## src/rtl/vga_timing_patgen_if.sv

```systemverilog
// Video output bundle of the VGA timing / test-pattern generator.
// The master side (the generator) drives sync, enable, colour and strobes and takes sel.
interface vga_timing_patgen_if #(
    parameter int unsigned COLOR_W = 2
);
    logic               sel;
    logic               hs;
    logic               vs;
    logic               de;
    logic [COLOR_W-1:0] r;
    logic [COLOR_W-1:0] g;
    logic [COLOR_W-1:0] b;
    logic               frame_start;
    logic [2:0]         pattern;

    modport master (
        input  sel,
        output hs, vs, de, r, g, b, frame_start, pattern
    );

    modport slave (
        output sel,
        input  hs, vs, de, r, g, b, frame_start, pattern
    );
endinterface

```

## src/rtl/vga_timing_patgen.sv

```systemverilog
// VGA timing and five-pattern test generator with registered, mutually aligned outputs.
// Optional macro VGA_PATTERN_FRAME_LOCK_EN defers pattern changes to the next frame start.
module vga_timing_patgen #(
    parameter int unsigned COLOR_W  = 2,
    parameter int unsigned H_ACTIVE = 800,
    parameter int unsigned H_FP     = 40,
    parameter int unsigned H_SYNC   = 128,
    parameter int unsigned H_BP     = 88,
    parameter int unsigned V_ACTIVE = 600,
    parameter int unsigned V_FP     = 1,
    parameter int unsigned V_SYNC   = 4,
    parameter int unsigned V_BP     = 23,
    parameter bit          HS_POL   = 1'b1,
    parameter bit          VS_POL   = 1'b1,
    parameter int unsigned CHK_LOG2 = 5
) (
    input  logic                clock,
    input  logic                reset,
    vga_timing_patgen_if.master vid
);
    localparam int unsigned H_TOTAL = H_ACTIVE + H_FP + H_SYNC + H_BP;
    localparam int unsigned V_TOTAL = V_ACTIVE + V_FP + V_SYNC + V_BP;
    localparam int unsigned H_W     = $clog2(H_TOTAL);
    localparam int unsigned V_W     = $clog2(V_TOTAL);
    localparam int unsigned FS      = (1 << COLOR_W) - 1;
    localparam int unsigned BAND_W  = H_ACTIVE >> COLOR_W;
    localparam int unsigned BAR_W   = H_ACTIVE / 8;
    localparam int unsigned SEG_W   = $clog2(H_ACTIVE + 1);
    localparam int unsigned HS_BEG  = H_ACTIVE + H_FP;
    localparam int unsigned HS_END  = HS_BEG + H_SYNC;
    localparam int unsigned VS_BEG  = V_ACTIVE + V_FP;
    localparam int unsigned VS_END  = VS_BEG + V_SYNC;

    logic [H_W-1:0]     h_cnt;
    logic [V_W-1:0]     v_cnt;
    logic               h_wrap_c;
    logic               v_wrap_c;
    logic [SEG_W-1:0]   band_seg;
    logic [SEG_W-1:0]   bar_seg;
    logic [COLOR_W-1:0] band_idx;
    logic [3:0]         bar_idx;
    logic [2:0]         sel_sync;
    logic               sel_edge_c;
    logic [2:0]         pattern_q;
    logic               active_c;
    logic               hs_c;
    logic               vs_c;
    logic               chk_c;
    logic [COLOR_W-1:0] r_c;
    logic [COLOR_W-1:0] g_c;
    logic [COLOR_W-1:0] b_c;

    assign h_wrap_c = (h_cnt == H_W'(H_TOTAL - 1));
    assign v_wrap_c = (v_cnt == V_W'(V_TOTAL - 1));

    // Raster counters; v_cnt steps only when the line wraps.
    always_ff @(posedge clock) begin
        if (reset) begin
            h_cnt <= '0;
            v_cnt <= '0;
        end else if (h_wrap_c) begin
            h_cnt <= '0;
            v_cnt <= v_wrap_c ? '0 : v_cnt + V_W'(1);
        end else begin
            h_cnt <= h_cnt + H_W'(1);
        end
    end

    // Band/bar segment counters track h_cnt and reload at every line start.
    always_ff @(posedge clock) begin
        if (reset || h_wrap_c) begin
            band_seg <= '0;
            band_idx <= '0;
            bar_seg  <= '0;
            bar_idx  <= '0;
        end else begin
            if (band_idx != COLOR_W'(FS)) begin
                if (band_seg == SEG_W'(BAND_W - 1)) begin
                    band_seg <= '0;
                    band_idx <= band_idx + COLOR_W'(1);
                end else begin
                    band_seg <= band_seg + SEG_W'(1);
                end
            end
            if (bar_idx != 4'd8) begin
                if (bar_seg == SEG_W'(BAR_W - 1)) begin
                    bar_seg <= '0;
                    bar_idx <= bar_idx + 4'd1;
                end else begin
                    bar_seg <= bar_seg + SEG_W'(1);
                end
            end
        end
    end

    // Two-flop synchroniser plus a history flop for rising-edge detection.
    always_ff @(posedge clock) begin
        if (reset) begin
            sel_sync <= '0;
        end else begin
            sel_sync <= {sel_sync[1:0], vid.sel};
        end
    end

    assign sel_edge_c = sel_sync[1] & ~sel_sync[2];

    function automatic logic [2:0] pat_next(input logic [2:0] p);
        return (p == 3'd4) ? 3'd0 : p + 3'd1;
    endfunction

`ifdef VGA_PATTERN_FRAME_LOCK_EN
    logic pending;

    // Edges only arm a request; the pattern moves as the raster wraps to (0,0).
    always_ff @(posedge clock) begin
        if (reset) begin
            pending   <= 1'b0;
            pattern_q <= '0;
        end else if (h_wrap_c && v_wrap_c) begin
            if (pending || sel_edge_c) begin
                pattern_q <= pat_next(pattern_q);
            end
            pending <= 1'b0;
        end else if (sel_edge_c) begin
            pending <= 1'b1;
        end
    end
`else
    always_ff @(posedge clock) begin
        if (reset) begin
            pattern_q <= '0;
        end else if (sel_edge_c) begin
            pattern_q <= pat_next(pattern_q);
        end
    end
`endif

    // Pixel function of the current counters and pattern.
    always_comb begin
        active_c = (h_cnt < H_W'(H_ACTIVE)) && (v_cnt < V_W'(V_ACTIVE));
        hs_c     = (h_cnt >= H_W'(HS_BEG)) && (h_cnt < H_W'(HS_END));
        vs_c     = (v_cnt >= V_W'(VS_BEG)) && (v_cnt < V_W'(VS_END));
        chk_c    = h_cnt[CHK_LOG2] ^ v_cnt[CHK_LOG2];
        r_c      = '0;
        g_c      = '0;
        b_c      = '0;
        case (pattern_q)
            3'd0: begin
                r_c = band_idx;
                g_c = band_idx;
                b_c = band_idx;
            end
            3'd1: r_c = COLOR_W'(FS);
            3'd2: begin
                r_c = COLOR_W'(FS);
                g_c = COLOR_W'(FS);
                b_c = COLOR_W'(FS);
            end
            3'd3: begin
                if (bar_idx < 4'd8) begin
                    r_c = {COLOR_W{~bar_idx[1]}};
                    g_c = {COLOR_W{~bar_idx[2]}};
                    b_c = {COLOR_W{~bar_idx[0]}};
                end
            end
            3'd4: begin
                if (chk_c) begin
                    r_c = COLOR_W'(FS);
                    g_c = COLOR_W'(FS);
                    b_c = COLOR_W'(FS);
                end
            end
            default: ;
        endcase
        if (!active_c) begin
            r_c = '0;
            g_c = '0;
            b_c = '0;
        end
    end

    // Output stage: every output reflects the counters of the previous clock.
    always_ff @(posedge clock) begin
        if (reset) begin
            vid.hs          <= ~HS_POL;
            vid.vs          <= ~VS_POL;
            vid.de          <= 1'b0;
            vid.r           <= '0;
            vid.g           <= '0;
            vid.b           <= '0;
            vid.frame_start <= 1'b0;
            vid.pattern     <= '0;
        end else begin
            vid.hs          <= hs_c ? HS_POL : ~HS_POL;
            vid.vs          <= vs_c ? VS_POL : ~VS_POL;
            vid.de          <= active_c;
            vid.r           <= r_c;
            vid.g           <= g_c;
            vid.b           <= b_c;
            vid.frame_start <= (h_cnt == '0) && (v_cnt == '0);
            vid.pattern     <= pattern_q;
        end
    end
endmodule

```

## src/flat_wrapper.sv

```systemverilog
// flat-port wrapper written by rule: the top's interface ports become plain ports
module vga_timing_patgen_flat 
#(
    parameter int unsigned COLOR_W  = 2,
    parameter int unsigned H_ACTIVE = 800,
    parameter int unsigned H_FP     = 40,
    parameter int unsigned H_SYNC   = 128,
    parameter int unsigned H_BP     = 88,
    parameter int unsigned V_ACTIVE = 600,
    parameter int unsigned V_FP     = 1,
    parameter int unsigned V_SYNC   = 4,
    parameter int unsigned V_BP     = 23,
    parameter bit          HS_POL   = 1'b1,
    parameter bit          VS_POL   = 1'b1,
    parameter int unsigned CHK_LOG2 = 5
)
  (clock, reset, vid_sel, vid_hs, vid_vs, vid_de, vid_r, vid_g, vid_b, vid_frame_start, vid_pattern);
  vga_timing_patgen_if #(.COLOR_W(COLOR_W)) vid_i ();
  input  logic clock;
  input  logic reset;
  input wire logic [$bits(vid_i.sel)-1:0] vid_sel;
  output wire logic [$bits(vid_i.hs)-1:0] vid_hs;
  output wire logic [$bits(vid_i.vs)-1:0] vid_vs;
  output wire logic [$bits(vid_i.de)-1:0] vid_de;
  output wire logic [$bits(vid_i.r)-1:0] vid_r;
  output wire logic [$bits(vid_i.g)-1:0] vid_g;
  output wire logic [$bits(vid_i.b)-1:0] vid_b;
  output wire logic [$bits(vid_i.frame_start)-1:0] vid_frame_start;
  output wire logic [$bits(vid_i.pattern)-1:0] vid_pattern;
  assign vid_i.sel = vid_sel;
  assign vid_hs = vid_i.hs;
  assign vid_vs = vid_i.vs;
  assign vid_de = vid_i.de;
  assign vid_r = vid_i.r;
  assign vid_g = vid_i.g;
  assign vid_b = vid_i.b;
  assign vid_frame_start = vid_i.frame_start;
  assign vid_pattern = vid_i.pattern;
  vga_timing_patgen #(.COLOR_W(COLOR_W), .H_ACTIVE(H_ACTIVE), .H_FP(H_FP), .H_SYNC(H_SYNC), .H_BP(H_BP), .V_ACTIVE(V_ACTIVE), .V_FP(V_FP), .V_SYNC(V_SYNC), .V_BP(V_BP), .HS_POL(HS_POL), .VS_POL(VS_POL), .CHK_LOG2(CHK_LOG2)) u_core (.clock(clock), .reset(reset), .vid(vid_i));
endmodule
```

## config.mk

```make
export PLATFORM = sky130hd
export DESIGN_NAME = vga_timing_patgen_flat
export DESIGN_NICKNAME = d
export VERILOG_FILES = /design/src/rtl/vga_timing_patgen_if.sv /design/src/rtl/vga_timing_patgen.sv /design/src/flat_wrapper.sv
export SDC_FILE = /design/constraint.sdc
export NUM_CORES = 1
export LEC_CHECK = 0
export ABC_AREA = 1
export CAP_MARGIN = 0
export CORE_MARGIN = 8
export CORE_UTILIZATION = 50
export CTS_CLUSTER_DIAMETER = 80
export DETAILED_ROUTE_END_ITERATION = 10
export DONT_BUFFER_PORTS = 1
export GPL_ROUTABILITY_DRIVEN = 0
export PLACE_DENSITY = 0.73
export SYNTH_ARGS = -nofsm -noshare
export SYNTH_HDL_FRONTEND = slang
export SYNTH_SLANG_ARGS = --single-unit
```

## constraint.sdc

```tcl
create_clock -name clock -period 1.9 [get_ports clock]
set_input_delay 0.38 -clock clock [delete_from_list [all_inputs] [get_ports clock]]
set_output_delay 0.38 -clock clock [all_outputs]
set_load 0.01 [all_outputs]
```

==> results.json, run 1 <==
{
  "p_per_area_mw_per_mm2": 789,
  "numCtsBuffers": 9,
  "power.static_leakage_nw": 1.56,
  "grt_max_degree": 26,
  "path_clk_slew_ns": 0.07,
  "wl_met2_um": 3210,
  "m1WireLength_um": 3250,
  "post_cts_buffers": 0,
  "critPathRequiredTime_ns": 2.11,
  "drt_iter0_markers": 109,
  "syn2layout_area_growth_pct": 9.12,
  "antenna_left": 0,
  "synth_top_area_share": 0.393,
  "cap_violations": 0,
  "cell_internal_pwr_w": 0.00224,
  "fin_ws_ns": 0.335,
  "die_w_um": 98,
  "power.share.clock": 0.459,
  "cts_resized": 0,
  "period_share": 0.824,
  "grt_usage": 0.147,
  "dp_hpwl_um": 4900,
  "layout-drive-gt1-share": 0.0840,
  "fin_util": 0.552,
  "hold_viol_final": 0,
  "start_util": 0.506,
  "synth_largest_area_cell": "dfxtp_1",
  "clk_latency_ns": 0.34,
  "max_freq_mhz": 639,
  "maxSlewViolCount": 0,
  "path_max_fanout": 7,
  "power_w": 0.00289,
  "vias": 2905,
  "dr.pass1.iters": 4,
  "grt-ovfl-total": 0,
  "clock_path_buffers": 2,
  "start_kind": "register",
  "wl_per_cell_um": 11.9,
  "pwr-share-comb": 0.043,
  "critPathKind": "reg2reg",
  "place_ws_ns": 0.339,
  "cts-root-buf": "clkbuf_8",
  "fin_skew_ns": 0.0122,
  "routed_wl_um": 6760,
  "p_sw_frac": 0.227,
  "core_mm2": 0.00664,
  "synth_area_leaders": "dfxtp_1, nand2_1, nor2_1",
  "cp-end-kind": "register",
  "ir_drop_mv": 0.468,
  "drcViolationCount": 0,
  "tightestPinTransition_ns": 0.413,
  "antenna_found_initial": 0,
  "setup_viol": 0,
  "dp.cells": 552,
  "yosys_warnings": 0,
  "cts-hold-fix-buffers": 0,
  "max-slew-margin-rel": 0.722,
  "syn_nets": 492,
  "numPortBuffers": 0,
  "die_h_um": 98,
  "vias_per_cell": 5.11,
  "period_minus_slack_ns": 1.56,
  "yosysSeqAreaShare": 0.393,
  "finalSetupTns_ns": 0,
  "synth_cell_types": 34,
  "io_pins": 16,
  "cp.arrival_ns": 1.77,
  "final_nets": 501,
  "status": "complete, no violations",
  "power.switching_w": 0.000658,
  "hold_path.class": "in2reg",
  "p_seq_frac": 0.498,
  "cts.sinks": 66,
  "grt_pass1_wl_um": 11800,
  "ys_seq_elements": 66,
  "top_layer_used": "met4",
  "final_cells": 568,
  "avgSynthCellArea_um2": 7.09,
  "synth.cell_area_mm2": 0.00336,
  "rsz0062_at_grt": "no",
  "cts_tree": "yes",
  "diodes": 0,
  "dr_wl_met3_um": 237,
  "grt_pass1_vias": 2764,
  "synthCells": 474,
  "rows": 30,
  "dieArea_mm2": 0.00960,
  "cts_htree_levels": 3
}
## power by group through the flow
stage / logic, W / clock network [W] / registers, W
floorplan: 0.000107 / 0 / 0.00147
global placement: 0.000120 / 0 / 0.00147
detailed placement: 0.000124 / 0 / 0.00147
CTS: 0.000126 / 0.00136 / 0.00144
global route: 0.000144 / 0.00141 / 0.00145
finish: 0.000124 / 0.00133 / 0.00144
## final timing paths
path | end | start | slack [ns] | cells after the start
setup reg to reg | u_core.band_seg[3] | u_core.h_cnt[0] | 0.34 | 8
setup / recovery | u_core.band_seg[3] | u_core.h_cnt[0] | 0.34 | 8
hold / removal | u_core.vid.pattern[1] | reset | 0.10 | 1
hold reg to reg | u_core.sel_sync[1] | u_core.sel_sync[0] | 0.40 | 2
## final cells by class
cell class                 instances  area, µm²
tap                               80        100
clock buffer                      10        138
inverter                          68        255
clock inverter                     6       88.8
multi-input combinational        337       1760
timing repair buffer               1       7.51
sequential                        66       1320
fill                             638       2980
## cells in the mapped netlist, drive strengths merged
cell type / count
nand3: 40
a211oi: 1
nor3b: 1
nand3b: 2
o41ai: 1
ha: 15
o2111ai: 1
or2: 2
xnor2: 1
o21ai: 14
buf: 3
a21oi: 21
nand2: 106
o21a: 1
nor3: 19
nand4: 16
xor2: 8
o21bai: 1
clkinv: 1
dfxtp: 66
o22ai: 1
nor2: 85
inv: 67
o31ai: 1
## placed cells by master, fill, tap and decap left out, types with 2 or more instances in the layout
master and instances:
ha_1 15, nor2_4 5, nor3_1 15, nor2_2 3, xor2_1 8, a21oi_1 19, clkinvlp_4 2, o21ai_1 4
nand2_1 101, nand2_4 2, o21ai_0 10, clkbuf_8 10, inv_2 2, or2_2 2, nand2_2 2, nand3b_1 2
inv_1 65, dfxtp_1 66, nor2_1 77, nand4_1 16, nor3_2 4, a21oi_2 2, bufinv_16 2, nand3_1 40
## metrics by stage
step	area (µm²)	hold slack [ns]
after floorplan	3360	0.388
after global placement	3440	0.391
after detailed placement	3440	0.396
after CTS	3670	0.0898
after global routing	3670	0.0879
final	3670	0.104
## registers in the layout, summed over array words and instances (netlist names)
signal and count:
u_core.v_cnt 10, u_core.vid.frame_start 1, u_core.bar_idx 4, u_core.vid.g 2, u_core.pattern_q 3, u_core.vid.b 2
u_core.vid.r 2, u_core.vid.de 1, u_core.bar_seg 10, u_core.band_idx 2, u_core.sel_sync 3, u_core.vid.vs 1
u_core.vid.pattern 3, u_core.vid.hs 1, u_core.h_cnt 11, u_core.band_seg 10
## cell families after synthesis
kind of cell | synth area share
simple gates | 0.371
buf+inv | 0.0841
fa+ha+maj | 0.0558
xor+xnor | 0.0234
compound gates | 0.0722
flops | 0.393
## per-layer routing
metal | vias to the layer above | global-route usage
li1 | 1538 | -
met1 | 1311 | 0.168
met2 | 48 | 0.257
met3 | 8 | 0.0427
met4 | 0 | 0.0456
met5 | - | 0
## worst max-delay path, cell delays in order, from the launching register on
cell and delay, ns:
dfxtp_1 0.38, ha_1 0.20, nand2_1 0.10, nor2_4 0.11, nand2_2 0.09, nor2_4 0.25, nor2_4 0.08, nand2_1 0.16
nor3_1 0.06
Power figures use the tool's default switching activity.
==> run 2, diff against run 1 <==
PLACE_DENSITY = 0.76   (was 0.73)
clock period = 1.4 ns   (was 1.9 ns; I/O delays follow)
==> run 2 against run 1 <==
- first-iteration DRC count grew 18%
- non-clock buffer count grew 42
- global-route usage is 1.3 points higher
- total power is 31% higher
- sequential share of layout area fell by 4.4 points
- critical path type unchanged
- core utilization is 8.6 points higher
==> results.json, run 2 (synthesized netlist as in run 1, its figures left out) <==
{
  "status": "complete, no violations",
  "syn2layout_area_growth_pct": 26.1,
  "start_util": 0.506,
  "numCtsBuffers": 9,
  "hold_viol_final": 0,
  "dr.pass1.iters": 4,
  "antenna_found_initial": 0,
  "period_minus_slack_ns": 1.38,
  "grt-ovfl-total": 0,
  "hold_path.class": "in2reg",
  "clk_latency_ns": 0.35,
  "fin_ws_ns": 0.0163,
  "dr_wl_met3_um": 295,
  "layout-drive-gt1-share": 0.257,
  "rows": 30,
  "grt_pass1_vias": 3036,
  "start_kind": "register",
  "final_common_cell": "nand2_1",
  "tightestPinTransition_ns": 0.373,
  "cp.arrival_ns": 1.63,
  "core_mm2": 0.00664,
  "numPortBuffers": 0,
  "p_per_area_mw_per_mm2": 892,
  "cts_tree": "yes",
  "period_share": 0.988,
  "top_layer_used": "met4",
  "max-slew-margin-rel": 0.749,
  "m1WireLength_um": 3460,
  "power.static_leakage_nw": 1.83,
  "largest_register_ffs": 11,
  "dp_hpwl_um": 5400,
  "max_freq_mhz": 723,
  "drt_iter0_markers": 129,
  "io_pins": 16,
  "final_cells": 610,
  "power_w": 0.00378,
  "grt_usage": 0.160,
  "cts.sinks": 66,
  "critPathKind": "reg2reg",
  "maxSlewViolCount": 0,
  "dp.cells": 589,
  "diodes": 0,
  "fin_skew_ns": 0.00724,
  "mostFrequentLayoutCells": "nand2_1, nor2_1, inv_1",
  "die_h_um": 98,
  "drcViolationCount": 0,
  "path_max_fanout": 5,
  "cts_htree_levels": 3,
  "vias_per_cell": 5.24,
  "antenna_left": 0,
  "cp-end-kind": "register",
  "rsz0062_at_grt": "yes",
  "final_nets": 543,
  "cts-root-buf": "clkbuf_8",
  "fin_hold_ws_ns": 0.0303,
  "routed_wl_um": 7980,
  "largest_register": "u_core.h_cnt",
  "clock_path_buffers": 2,
  "wl_met2_um": 4080,
  "place_ws_ns": -0.108,
  "vias": 3198,
  "grt_max_degree": 16,
  "ir_drop_mv": 0.660,
  "die_w_um": 98,
  "dieArea_mm2": 0.00960,
  "critPathRequiredTime_ns": 1.64,
  "grt_pass1_wl_um": 12800,
  "setup_viol": 0,
  "wl_per_cell_um": 13.1,
  "path_clk_slew_ns": 0.07,
  "cap_violations": 0,
  "fin_util": 0.638
}
-- run 2: cell types whose count changed in the layout (fill, tap and decap cells not counted), sizes merged --
| cell | previous run | this run |
|---|---|---|
| buf | 1 | 40 |
| bufinv | 2 | 1 |
| clkbuf | 10 | 11 |
| clkinv | 2 | 4 |
| dlygate4sd3 | 0 | 2 |
| inv | 68 | 67 |
-- run 2: worst max-delay path: stages (launching register included) --
cell and delay, ns:
dfxtp_2 0.33, inv_2 0.09, ha_4 0.13, nand2_2 0.06, nor2_4 0.23, inv_2 0.09
buf_4 0.17, a21oi_4 0.12, nor3_2 0.05
-- run 2: layout make-up --
class | instances | area [µm²]
fillers | 521 | 2400
multi-input cells | 337 | 1990
flip-flops and latches | 66 | 1340
repair buffers | 43 | 362
inverters | 68 | 258
clock buffers | 10 | 128
well taps | 80 | 100
clock inverters | 6 | 67.6
-- run 2: timing repair --
item / CTS / global route
hold buffers: 1 / 1
gates cloned: 0 / 1
endpoints found under the hold margin: 7 / 1
endpoints found under the setup margin: 29 / 54
buffers inserted: 1 / 1
gates resized for setup: 8 / 70
pin swaps: 1 / 15
-- run 2: where the power goes --
group	switching, W	internal (W)	total, W
Combinational	0.000140	0.000113	0.000253
Sequential	0.0000411	0.00192	0.00196
Clock	0.000746	0.000824	0.00157
Total	0.000927	0.00286	0.00378
-- run 2: worst paths after layout --
check	cells past startpoint	to	start	slack [ns]
min	2	u_core.sel_sync[0]	vid_sel	0.03
min reg2reg	2	u_core.sel_sync[1]	u_core.sel_sync[0]	0.41
max reg2reg	8	u_core.bar_seg[2]	u_core.bar_idx[1]	0.02
max	8	u_core.bar_seg[2]	u_core.bar_idx[1]	0.02
-- run 2: metal layers --
layer	vias up	track usage
met3	17	0.0477
met2	63	0.273
met5	-	0
met4	0	0.0743
met1	1493	0.178
li1	1625	-
-- run 2: through the flow --
step                TNS [ns]  area [µm²]
finish                     0        4240
global route          -0.805        4240
CTS                 -0.00121        3970
detailed placement     -1.03        3730
global placement      -0.328        3730
floorplan                  0        3360
